<file path="config.mk">
export PLATFORM = sky130hd
export DESIGN_NAME = mdio_slave
export DESIGN_NICKNAME = d
export VERILOG_FILES = /design/src/rtl/mdio_pkg.sv /design/src/rtl/mdio_edge_sync.sv /design/src/rtl/mdio_slave.sv
export SDC_FILE = /design/constraint.sdc
export NUM_CORES = 1
export LEC_CHECK = 0
export ABC_AREA = 1
export ABC_CLOCK_PERIOD_IN_PS = 4900
export CAP_MARGIN = 25
export CORE_MARGIN = 1.5
export CORE_UTILIZATION = 34
export CTS_CLUSTER_DIAMETER = 50
export DETAILED_ROUTE_END_ITERATION = 16
export MAX_ROUTING_LAYER = met4
export PLACE_DENSITY_LB_ADDON = 0.25
export SLEW_MARGIN = 25
export SYNTH_ARGS = -nofsm -noshare
export SYNTH_HDL_FRONTEND = slang
export SYNTH_SLANG_ARGS = --single-unit
</file>
<file path="constraint.sdc">
create_clock -name clk -period 4.9 [get_ports clk]
set_input_delay 0.98 -clock clk [delete_from_list [all_inputs] [get_ports clk]]
set_output_delay 0.98 -clock clk [all_outputs]
set_load 0.005 [all_outputs]
</file>
<file path="src/rtl/mdio_pkg.sv">
// ---------------------------------------------------------------------------
// mdio_pkg
// Shared definitions for the MDIO management responder:
//   - state_t        : frame-parser state encoding
//   - OP_RD / OP_WR  : clause-22 opcodes
//   - ST_PATTERN     : start-of-frame pattern (first bit 0, second bit 1)
//   - DEFAULT_PRE_LEN: default minimum preamble length in MDC cycles
//   - SYNC_DEPTH     : flop depth of the MDC / MDIO input synchronizers
//   - op_valid()     : true for the two legal opcodes
// ---------------------------------------------------------------------------
package mdio_pkg;

  typedef enum logic [2:0] {
    S_IDLE,
    S_START,
    S_OP,
    S_PHYAD,
    S_REGAD,
    S_TA,
    S_WDATA,
    S_RDATA
  } state_t;

  localparam logic [1:0] OP_RD           = 2'b10;
  localparam logic [1:0] OP_WR           = 2'b01;
  localparam logic [1:0] ST_PATTERN      = 2'b01;
  localparam int         DEFAULT_PRE_LEN = 32;
  localparam int         SYNC_DEPTH      = 2;

  function automatic logic op_valid(input logic [1:0] op);
    return (op == OP_RD) || (op == OP_WR);
  endfunction

endpackage

</file>
<file path="src/rtl/mdio_edge_sync.sv">
// ---------------------------------------------------------------------------
// mdio_edge_sync
// Brings an asynchronous level (the station's MDC) into the clk domain
// through SYNC_DEPTH flops and flags its rising edges.
//   clk  : system clock
//   rst  : asynchronous active-high reset (all flops preset to 1)
//   din  : asynchronous input level
//   rise : one-clk pulse when the synchronized level goes 0 -> 1
// Presetting to 1 means a line that is low when reset is released never
// produces a false rising edge.
// ---------------------------------------------------------------------------
module mdio_edge_sync
  import mdio_pkg::*;
(
  input  logic clk,
  input  logic rst,
  input  logic din,
  output logic rise
);

  logic [SYNC_DEPTH-1:0] sync_reg;
  logic                  prev_reg;

  always_ff @(posedge clk or posedge rst) begin
    if (rst) begin
      sync_reg <= '1;
      prev_reg <= 1'b1;
    end else begin
      sync_reg <= {sync_reg[SYNC_DEPTH-2:0], din};
      prev_reg <= sync_reg[SYNC_DEPTH-1];
    end
  end

  assign rise = sync_reg[SYNC_DEPTH-1] & ~prev_reg;

endmodule

</file>
<file path="src/rtl/mdio_slave.sv">
// ---------------------------------------------------------------------------
// mdio_slave
// Clause-22 style MDIO management responder. MDC and MDIO are sampled in the
// clk domain (clk must run at least 8x MDC); every MDC rising edge advances
// the frame parser by one bit.
//   Parameters : PHY_ADDR (address answered to), PRE_LEN (min preamble ones)
//   clk, rst   : system clock, asynchronous active-high reset
//   eth_mdc    : management clock from the station (asynchronous)
//   mdio_in    : MDIO pad input
//   mdio_out   : MDIO pad output value (1 whenever not driving)
//   mdio_oe    : MDIO pad output enable (1 = drive, 0 = Z)
//   reg_addr   : register address of the current frame
//   reg_wr     : one-clk write strobe, reg_wr_data valid with it
//   reg_rd     : one-clk read strobe, reg_rd_data captured on the next clk
//   busy       : high from start-of-frame detection until back in IDLE
//   frame_err  : one-clk pulse on an illegal opcode
// ---------------------------------------------------------------------------
module mdio_slave
  import mdio_pkg::*;
#(
  parameter logic [4:0] PHY_ADDR = 5'b00111,
  parameter int         PRE_LEN  = DEFAULT_PRE_LEN
) (
  input  logic        clk,
  input  logic        rst,
  input  logic        eth_mdc,
  input  logic        mdio_in,
  output logic        mdio_out,
  output logic        mdio_oe,
  output logic [4:0]  reg_addr,
  output logic        reg_wr,
  output logic [15:0] reg_wr_data,
  output logic        reg_rd,
  input  logic [15:0] reg_rd_data,
  output logic        busy,
  output logic        frame_err
);

  localparam int              PRE_W   = $clog2(PRE_LEN + 1);
  localparam logic [PRE_W-1:0] PRE_MAX = PRE_W'(PRE_LEN);

  // ---------------------------------------------------------------------
  // Input synchronization: MDC through the edge detector, MDIO through a
  // plain synchronizer of the same depth so both stay bit-aligned.
  // ---------------------------------------------------------------------
  logic                  mdc_rise;
  logic [SYNC_DEPTH-1:0] mdio_sync_reg;
  logic                  bit_in;

  mdio_edge_sync u_mdc_sync (
    .clk  (clk),
    .rst  (rst),
    .din  (eth_mdc),
    .rise (mdc_rise)
  );

  always_ff @(posedge clk or posedge rst) begin
    if (rst) begin
      mdio_sync_reg <= '1;
    end else begin
      mdio_sync_reg <= {mdio_sync_reg[SYNC_DEPTH-2:0], mdio_in};
    end
  end

  assign bit_in = mdio_sync_reg[SYNC_DEPTH-1];

  // ---------------------------------------------------------------------
  // Frame parser state
  // ---------------------------------------------------------------------
  state_t           state_reg;
  logic [4:0]       bit_cnt_reg;
  logic [PRE_W-1:0] pre_cnt_reg;
  logic             op_first_reg;   // first opcode bit, held until the second
  logic             is_read_reg;
  logic             phy_match_reg;
  logic [4:0]       addr_sh_reg;    // shared PHYAD / REGAD shifter
  logic [15:0]      data_sh_reg;    // write capture or read shift-out

  logic [1:0]  op_next;
  logic [4:0]  addr_next;
  logic [15:0] data_next;

  always_comb begin
    op_next   = {op_first_reg, bit_in};
    addr_next = {addr_sh_reg[3:0], bit_in};
    data_next = {data_sh_reg[14:0], bit_in};
  end

  always_ff @(posedge clk or posedge rst) begin
    if (rst) begin
      state_reg     <= S_IDLE;
      bit_cnt_reg   <= '0;
      pre_cnt_reg   <= '0;
      op_first_reg  <= 1'b0;
      is_read_reg   <= 1'b0;
      phy_match_reg <= 1'b0;
      addr_sh_reg   <= '0;
      data_sh_reg   <= '0;
      mdio_oe       <= 1'b0;
      mdio_out      <= 1'b1;
      reg_addr      <= '0;
      reg_wr        <= 1'b0;
      reg_wr_data   <= '0;
      reg_rd        <= 1'b0;
      busy          <= 1'b0;
      frame_err     <= 1'b0;
    end else begin
      reg_wr    <= 1'b0;
      reg_rd    <= 1'b0;
      frame_err <= 1'b0;

      // Read data is taken one clk after the strobe; the next MDC rise is
      // many clks away, so this never collides with the shifter below.
      if (reg_rd) begin
        data_sh_reg <= reg_rd_data;
      end

      if (mdc_rise) begin
        unique case (state_reg)
          S_IDLE: begin
            if (bit_in) begin
              if (pre_cnt_reg != PRE_MAX) begin
                pre_cnt_reg <= pre_cnt_reg + PRE_W'(1);
              end
            end else if (pre_cnt_reg == PRE_MAX) begin
              // This 0 is the first start bit after a full preamble.
              state_reg   <= S_START;
              busy        <= 1'b1;
              pre_cnt_reg <= '0;
            end else begin
              pre_cnt_reg <= '0;
            end
          end

          S_START: begin
            if (bit_in == ST_PATTERN[0]) begin
              state_reg   <= S_OP;
              bit_cnt_reg <= '0;
            end else begin
              state_reg   <= S_IDLE;
              busy        <= 1'b0;
              pre_cnt_reg <= '0;
            end
          end

          S_OP: begin
            if (bit_cnt_reg == 5'd0) begin
              op_first_reg <= bit_in;
              bit_cnt_reg  <= 5'd1;
            end else begin
              bit_cnt_reg <= '0;
              if (op_valid(op_next)) begin
                is_read_reg <= (op_next == OP_RD);
                state_reg   <= S_PHYAD;
              end else begin
                frame_err   <= 1'b1;
                state_reg   <= S_IDLE;
                busy        <= 1'b0;
                pre_cnt_reg <= '0;
              end
            end
          end

          S_PHYAD: begin
            addr_sh_reg <= addr_next;
            if (bit_cnt_reg == 5'd4) begin
              phy_match_reg <= (addr_next == PHY_ADDR);
              bit_cnt_reg   <= '0;
              state_reg     <= S_REGAD;
            end else begin
              bit_cnt_reg <= bit_cnt_reg + 5'd1;
            end
          end

          S_REGAD: begin
            addr_sh_reg <= addr_next;
            if (bit_cnt_reg == 5'd4) begin
              reg_addr    <= addr_next;
              reg_rd      <= is_read_reg & phy_match_reg;
              bit_cnt_reg <= '0;
              state_reg   <= S_TA;
            end else begin
              bit_cnt_reg <= bit_cnt_reg + 5'd1;
            end
          end

          S_TA: begin
            if (is_read_reg) begin
              // The rise closing the first TA bit: start driving the
              // second TA bit as 0 (only when addressed).
              if (phy_match_reg) begin
                mdio_oe  <= 1'b1;
                mdio_out <= 1'b0;
              end
              bit_cnt_reg <= '0;
              state_reg   <= S_RDATA;
            end else if (bit_cnt_reg == 5'd1) begin
              bit_cnt_reg <= '0;
              state_reg   <= S_WDATA;
            end else begin
              bit_cnt_reg <= 5'd1;
            end
          end

          S_WDATA: begin
            data_sh_reg <= data_next;
            if (bit_cnt_reg == 5'd15) begin
              if (phy_match_reg) begin
                reg_wr      <= 1'b1;
                reg_wr_data <= data_next;
              end
              bit_cnt_reg <= '0;
              state_reg   <= S_IDLE;
              busy        <= 1'b0;
              pre_cnt_reg <= '0;
            end else begin
              bit_cnt_reg <= bit_cnt_reg + 5'd1;
            end
          end

          S_RDATA: begin
            // Rises 0..15 put D15..D0 on the line; rise 16 releases it.
            if (bit_cnt_reg == 5'd16) begin
              mdio_oe     <= 1'b0;
              mdio_out    <= 1'b1;
              bit_cnt_reg <= '0;
              state_reg   <= S_IDLE;
              busy        <= 1'b0;
              pre_cnt_reg <= '0;
            end else begin
              if (phy_match_reg) begin
                mdio_out <= data_sh_reg[15];
              end
              data_sh_reg <= {data_sh_reg[14:0], 1'b0};
              bit_cnt_reg <= bit_cnt_reg + 5'd1;
            end
          end

          default: begin
            state_reg   <= S_IDLE;
            busy        <= 1'b0;
            pre_cnt_reg <= '0;
            mdio_oe     <= 1'b0;
            mdio_out    <= 1'b1;
          end
        endcase
      end
    end
  end

endmodule

</file>
======== Word-level counts from Yosys, hierarchy flattened ========
Cells that the tools add are included.
operators by class
  bitwise logic cells ..................... 4
  equal/unequal tests ..................... 31
  reduce and logical (&&, ||, !) cells .... 19
  mux-type cells .......................... 59
  add/subtract/negate cells ............... 2
operators with widths
  cell                 number
  $mux 16              3
  $mux 6               7
  $pmux 16 s2          1
  $pmux 5 s6           1
  $pmux 6 s5           1
  $mux 1               27
  $mux 3               9
  $ne 2x2->1 const B   12
  $pmux 3 s8           1
  $mux 5               4
  $reduce_and 9->1     2
  $eq 3x3->1 const B   4
  $reduce_and 3->1     4
  $eq 5x3->1 const B   2
  $reduce_and 5->1     2
  $ne 3x3->1 const B   3
  $reduce_and 4->1     2
  $reduce_and 8->1     1
  $add 6x1->6 const B  1
  $eq 3x2->1 const B   2
  $eq 6x6->1 const B   1
  $ne 6x6->1 const B   1
  $reduce_bool 6->1    1
  $add 5x1->5 const B  1
  other kinds (18)     22
word-level totals
  input bits .............................. 20
  logic and storage cells ................. 134
  output and inout bits ................... 27
  register bits after elaboration ......... 69

======== Logic depth before layout (Yosys ltp) ========
  depth in word-level cells ............... 6
  depth in mapped cells ................... 11
  depth with buffers taken out ............ 11

======== Hierarchy ========
A second synthesis with hierarchy kept.
second synthesis, totals
  cells, all modules ...................... 434
  area total of the unflattened synthesis .. 3462.1 um^2
modules (own cells, without submodules)
  module          times used  cells an instance  sequential area each (um^2)  area an instance (um^2)
  mdio_slave      1           428                1655.3                       3369.5
  mdio_edge_sync  1           6                  78.8                         92.6

======== Least setup slack after synthesis ========
No wires, ideal clock.
  path kind ............................... register to register
  start ................................... register mdio_sync_reg[1]
  end ..................................... register pre_cnt_reg[3]
  data required time ...................... 4.784 ns
  stages on the path, launching flop included .. 11
  path buffers ............................ 1
  data arrival time ....................... 1.612 ns
  period minus slack after synthesis ...... 1.729 ns
  setup slack ............................. 3.171 ns
  library setup time ...................... 0.116 ns
  cell sequence ........................... dfstp_2 -> buf_2 -> inv_2 -> ha_1 -> inv_1 -> nand3_2 -> nand2_1 -> nor2_4 -> nand3_2 -> nand2_1 -> nand2_1
between the ends
  word-level cells in the longest chain between the ends .. 4
  elaborated cells on any way between the ends .. 9
  classes of those cells .................. eq/ne: 5; mux: 2; reduce/logical: 2
RTL lines
  what                                      RTL line           RTL
  from (decl)                               mdio_slave.sv:47   logic [SYNC_DEPTH-1:0] mdio_sync_reg;
  from (signal assigned)                    mdio_slave.sv:61   mdio_sync_reg <= {mdio_sync_reg[SYNC_DEPTH-2:0], mdio_in};
  $eq 2x2->1 or $eq 2x1->1 (tied branches)  mdio_pkg.sv:31     return (op == OP_RD) || (op == OP_WR);
  $logic_or 1x1->1                          mdio_pkg.sv:31
  $ne 2x2->1 (no source line)               -
  $reduce_and 8->1 (no source line)         -
  to (signal assigned)                      mdio_slave.sv:123  pre_cnt_reg <= pre_cnt_reg + PRE_W'(1);
  to (decl)                                 mdio_slave.sv:72   logic [PRE_W-1:0] pre_cnt_reg;
Several ways; a longest one is shown, not always the timed one.
A chain may end at the register's enable or synchronous reset.

======== Worst setup path in the final report ========
  start ................................... register reg_rd
  end ..................................... output reg_rd
RTL lines
  what                    RTL line           RTL
  from (decl)             mdio_slave.sv:33   output logic reg_rd,
  from (signal assigned)  mdio_slave.sv:179  reg_rd <= is_read_reg & phy_match_reg;
No word-level cell between the ends.

==> summary.md <==
| Metric | Value |
|---|---|
| Status | `complete, no violations` |
| Clock power share | `a little under two fifths` |
| CTS sink cnt | `69` |
| Cell count after synthesis | `424` |
| Crit path max-delay family | `flip-flops` |
| GP Congestion | `0.877` |
| Total die area | `~0.011 mm²` |
| Worst Hold Depth | `0` |
| First-pass GRT wire length | `12900 µm` |
| Layout cell share with drive strength beyond 1 | `11.0%` |
| Worst reg2reg setup slack | `2.80 ns` |
| Ports | `47` |
| Fin area | `between 0.004 and 0.005 mm²` |
| Mux cell area share after synthesis | `0%` |
| Clk_skew | `0.00873 ns` |
| WHS Endpoint | `u_mdc_sync.sync_reg[1]` |
| Final hold viol count | `0` |
| Sw Pwr | `0.247 mW` |
| Xor/xnor share of the synthesized area | `0.505%` |
| Longest Clk Path Bufs | `2` |
| Most common cell after layout, fill and taps aside | `nand2_1` |
| Top cells by area, synth | `dfrtp_1, nand2_1, inv_1` |
| Dpl ws | `2.38 ns` |
| Post-route ant nets | `0` |
| Setup crit start kind | `register` |
| R2r startpoint | `bit_cnt_reg[0]` |
| Synth Register Bits | `a little under 70` |
| FF-to-FF path depth | `8` |
| Dpl cell area | `0.00401 mm²` |
| Critical-path maximum fanout | `33` |
| Int Pwr | `about 0.78 mW` |
| Clock latency on the worst-skew pair | `0.35 ns` |
| Detailed Route Iter0 Violations | `roughly 120` |
| Via density per instance | `4.63` |
| Crit path capture type | `output port` |
| Nets | `495` |
| Total Routing Usage GR | `around 15%` |
| Crit path largest cell delay | `0.92 ns` |
| Sequential Power Share | `56.9%` |
| Tmin final | `2.91 ns` |
| Setup ws final | `approximately 2 ns` |
| Synth top area share | `a little under half` |
| 1st-pass router iterations | `4` |
| Post-CTS resize count | `0` |
| Die Span X | `104 µm` |
| WS Path Type | `register to output port` |
| DIE HEIGHT | `~100 µm` |
| Achievable Freq | `344 MHz` |
| Leak Pwr | `2.05 nW` |
| Worst path slowest cell | `dfrtp_1` |
| Yosys warning count | `0` |
| Syn Area/Cell | `8.17 µm²` |
| Multi-input logic area | `approximately 0.0015 mm²` |
| Worst vdd ir | `0.000140 V` |
| Post-synthesis adder-cell area fraction | `~2.5%` |
| Synth Cell Area | `0.00347 mm²` |
| Pwr dens | `246 mW/mm²` |
| Arr. time, crit path | `1.93 ns` |
| Cts bufs inserted | `9` |
| Sequential area share after synthesis | `about half` |
| Initial antenna violation count | `0` |
| Synth Area in Simple Gates | `28.4%` |
| PortBufs | `46` |
| Critical-path cell list | `clkdlybuf4s50_1` |
| Switching share of power | `24.1%` |
| Fin Hold WS | `0.363 ns` |
| Worst-Margin Slew | `just over 0.9 ns` |
| Sequential cell area | `0.00173 mm²` |
| Max-Cap Viols | `0` |
| Final setup fails | `0` |
| Synth unique cells | `32` |
| Combinational share of power | `5.0%` |
| Residual DRC | `0` |
| Post-DR wirelength/cell | `between 10 and 15 µm` |
| Synth Area in Compound Gates | `10.5%` |
| Reg-to-reg endpoint | `data_sh_reg[11]` |
| Vias in the first global route | `2746` |
| Mapped Nets | `451` |
| RSZ-0062 raised after global routing | `false` |
| N_diodes | `0` |
| Rel. slew slack | `38.1%` |
| Slew Viols, Final | `0` |
| Routed wire length | `approximately 7500 µm` |
| DP Wirelength | `roughly 5300 µm` |
| Row count | `36` |
| GRT overflow | `0` |
| Fill count | `1040` |
| Power, Total | `1.02 mW` |
| Post-CTS Setup Inserts | `0` |
| Post-CTS Hold Buffers | `0` |
| Area Growth Syn to Fin | `20.3%` |
| Period utilization | `59.3%` |
| Largest family of logic cells by synthesized area | `simple AND/OR/NAND/NOR gates` |
| Hold wc startpoint | `u_mdc_sync.sync_reg[0]` |
| Via count | `2804` |
| Core area | `0.00982 mm²` |
| Setup TNS | `0 ns` |
| Tightest Hold Check Type | `register to register` |
| CP required | `3.92 ns` |
| Root Buffer | `clkbuf_8` |
| Initial Util | `35.3%` |
| Number of H-tree levels | `3` |
| CTS tree | `yes` |
| Clock slew at reported path FFs | `0.07 ns` |
| Cell taking the most area after synthesis | `dfrtp_1` |
| Commonest cells after routing, fill and taps aside | `nand2_1, dfrtp_1, clkdlybuf4s50_1` |
| Pin count of the biggest net entering global routing | `41` |
| Buffers & Inverters on Critical Path | `1` |
[worst reg2reg max path: stages, from the launching register on]
cell and delay [ns]:
dfrtp_1 0.43, inv_1 0.10, ha_1 0.20, nand3_1 0.14, nand2_2 0.16, nand2_1 0.07
nand2_1 0.68, nand2_1 0.12, o21ai_1 0.12
[Yosys cell counts, drive strengths merged]
master and instances:
nand3 37, nor2 32, o21ai 63, nand2 125, o31ai 1, buf 10, o221ai 1, nand3b 1
nand4 9, a21oi 5, nor4 1, nor3 4, ha 7, inv 50, or2 2, dfstp 6
dfrtp 63, clkbuf 4, xor2 2, o21bai 1
[metrics by stage]
step / utilization [%] / cells
detailed placement: 40.9 / 590
CTS: 42.4 / 605
finish: 42.4 / 605
global route: 42.4 / 605
global placement: 40.9 / 590
floorplan: - / 424
[power by group through the flow]
stage / registers, mW / clock network, mW / logic, mW
final: 0.583 / 0.390 / 0.0509
after global routing: 0.584 / 0.426 / 0.0589
after CTS: 0.583 / 0.405 / 0.0527
after detailed placement: 0.594 / 0 / 0.0522
after global placement: 0.594 / 0 / 0.0520
after floorplan: 0.591 / 0 / 0.0286
[worst max-delay path by stage]
stage	start	to	slack, ns	depth (start not counted)
after floorplan	rst	addr_sh_reg[0]	2.19	1
after global placement	rst	mdio_out	2.40	3
after detailed placement	rst	mdio_out	2.38	3
after CTS	reg_rd	reg_rd	2.01	1
after global routing	reg_rd	reg_rd	1.90	1
final	reg_rd	reg_rd	1.99	1
[routing by layer]
metal	track usage, %	share of wire, %
met5	-	0
met4	6.75	2.4
met3	4.07	4.6
met2	23.4	46
met1	18.8	47
[cell families after synthesis]
family / Yosys count
simple gates: 211
compound gates: 71
flops: 69
buf+inv: 64
fa+ha+maj: 7
xor+xnor: 2
[area by class of cell]
cell class	count	area share, %
Clock inverter	5	0.690
Inverter	50	4.56
Clock buffer	10	3.06
Timing Repair Buffer	47	11.2
Sequential cell	69	41.6
Tap cell	133	3.99
Multi-Input combinational cell	291	34.9
No activity file was read; power rests on OpenSTA's default activity.
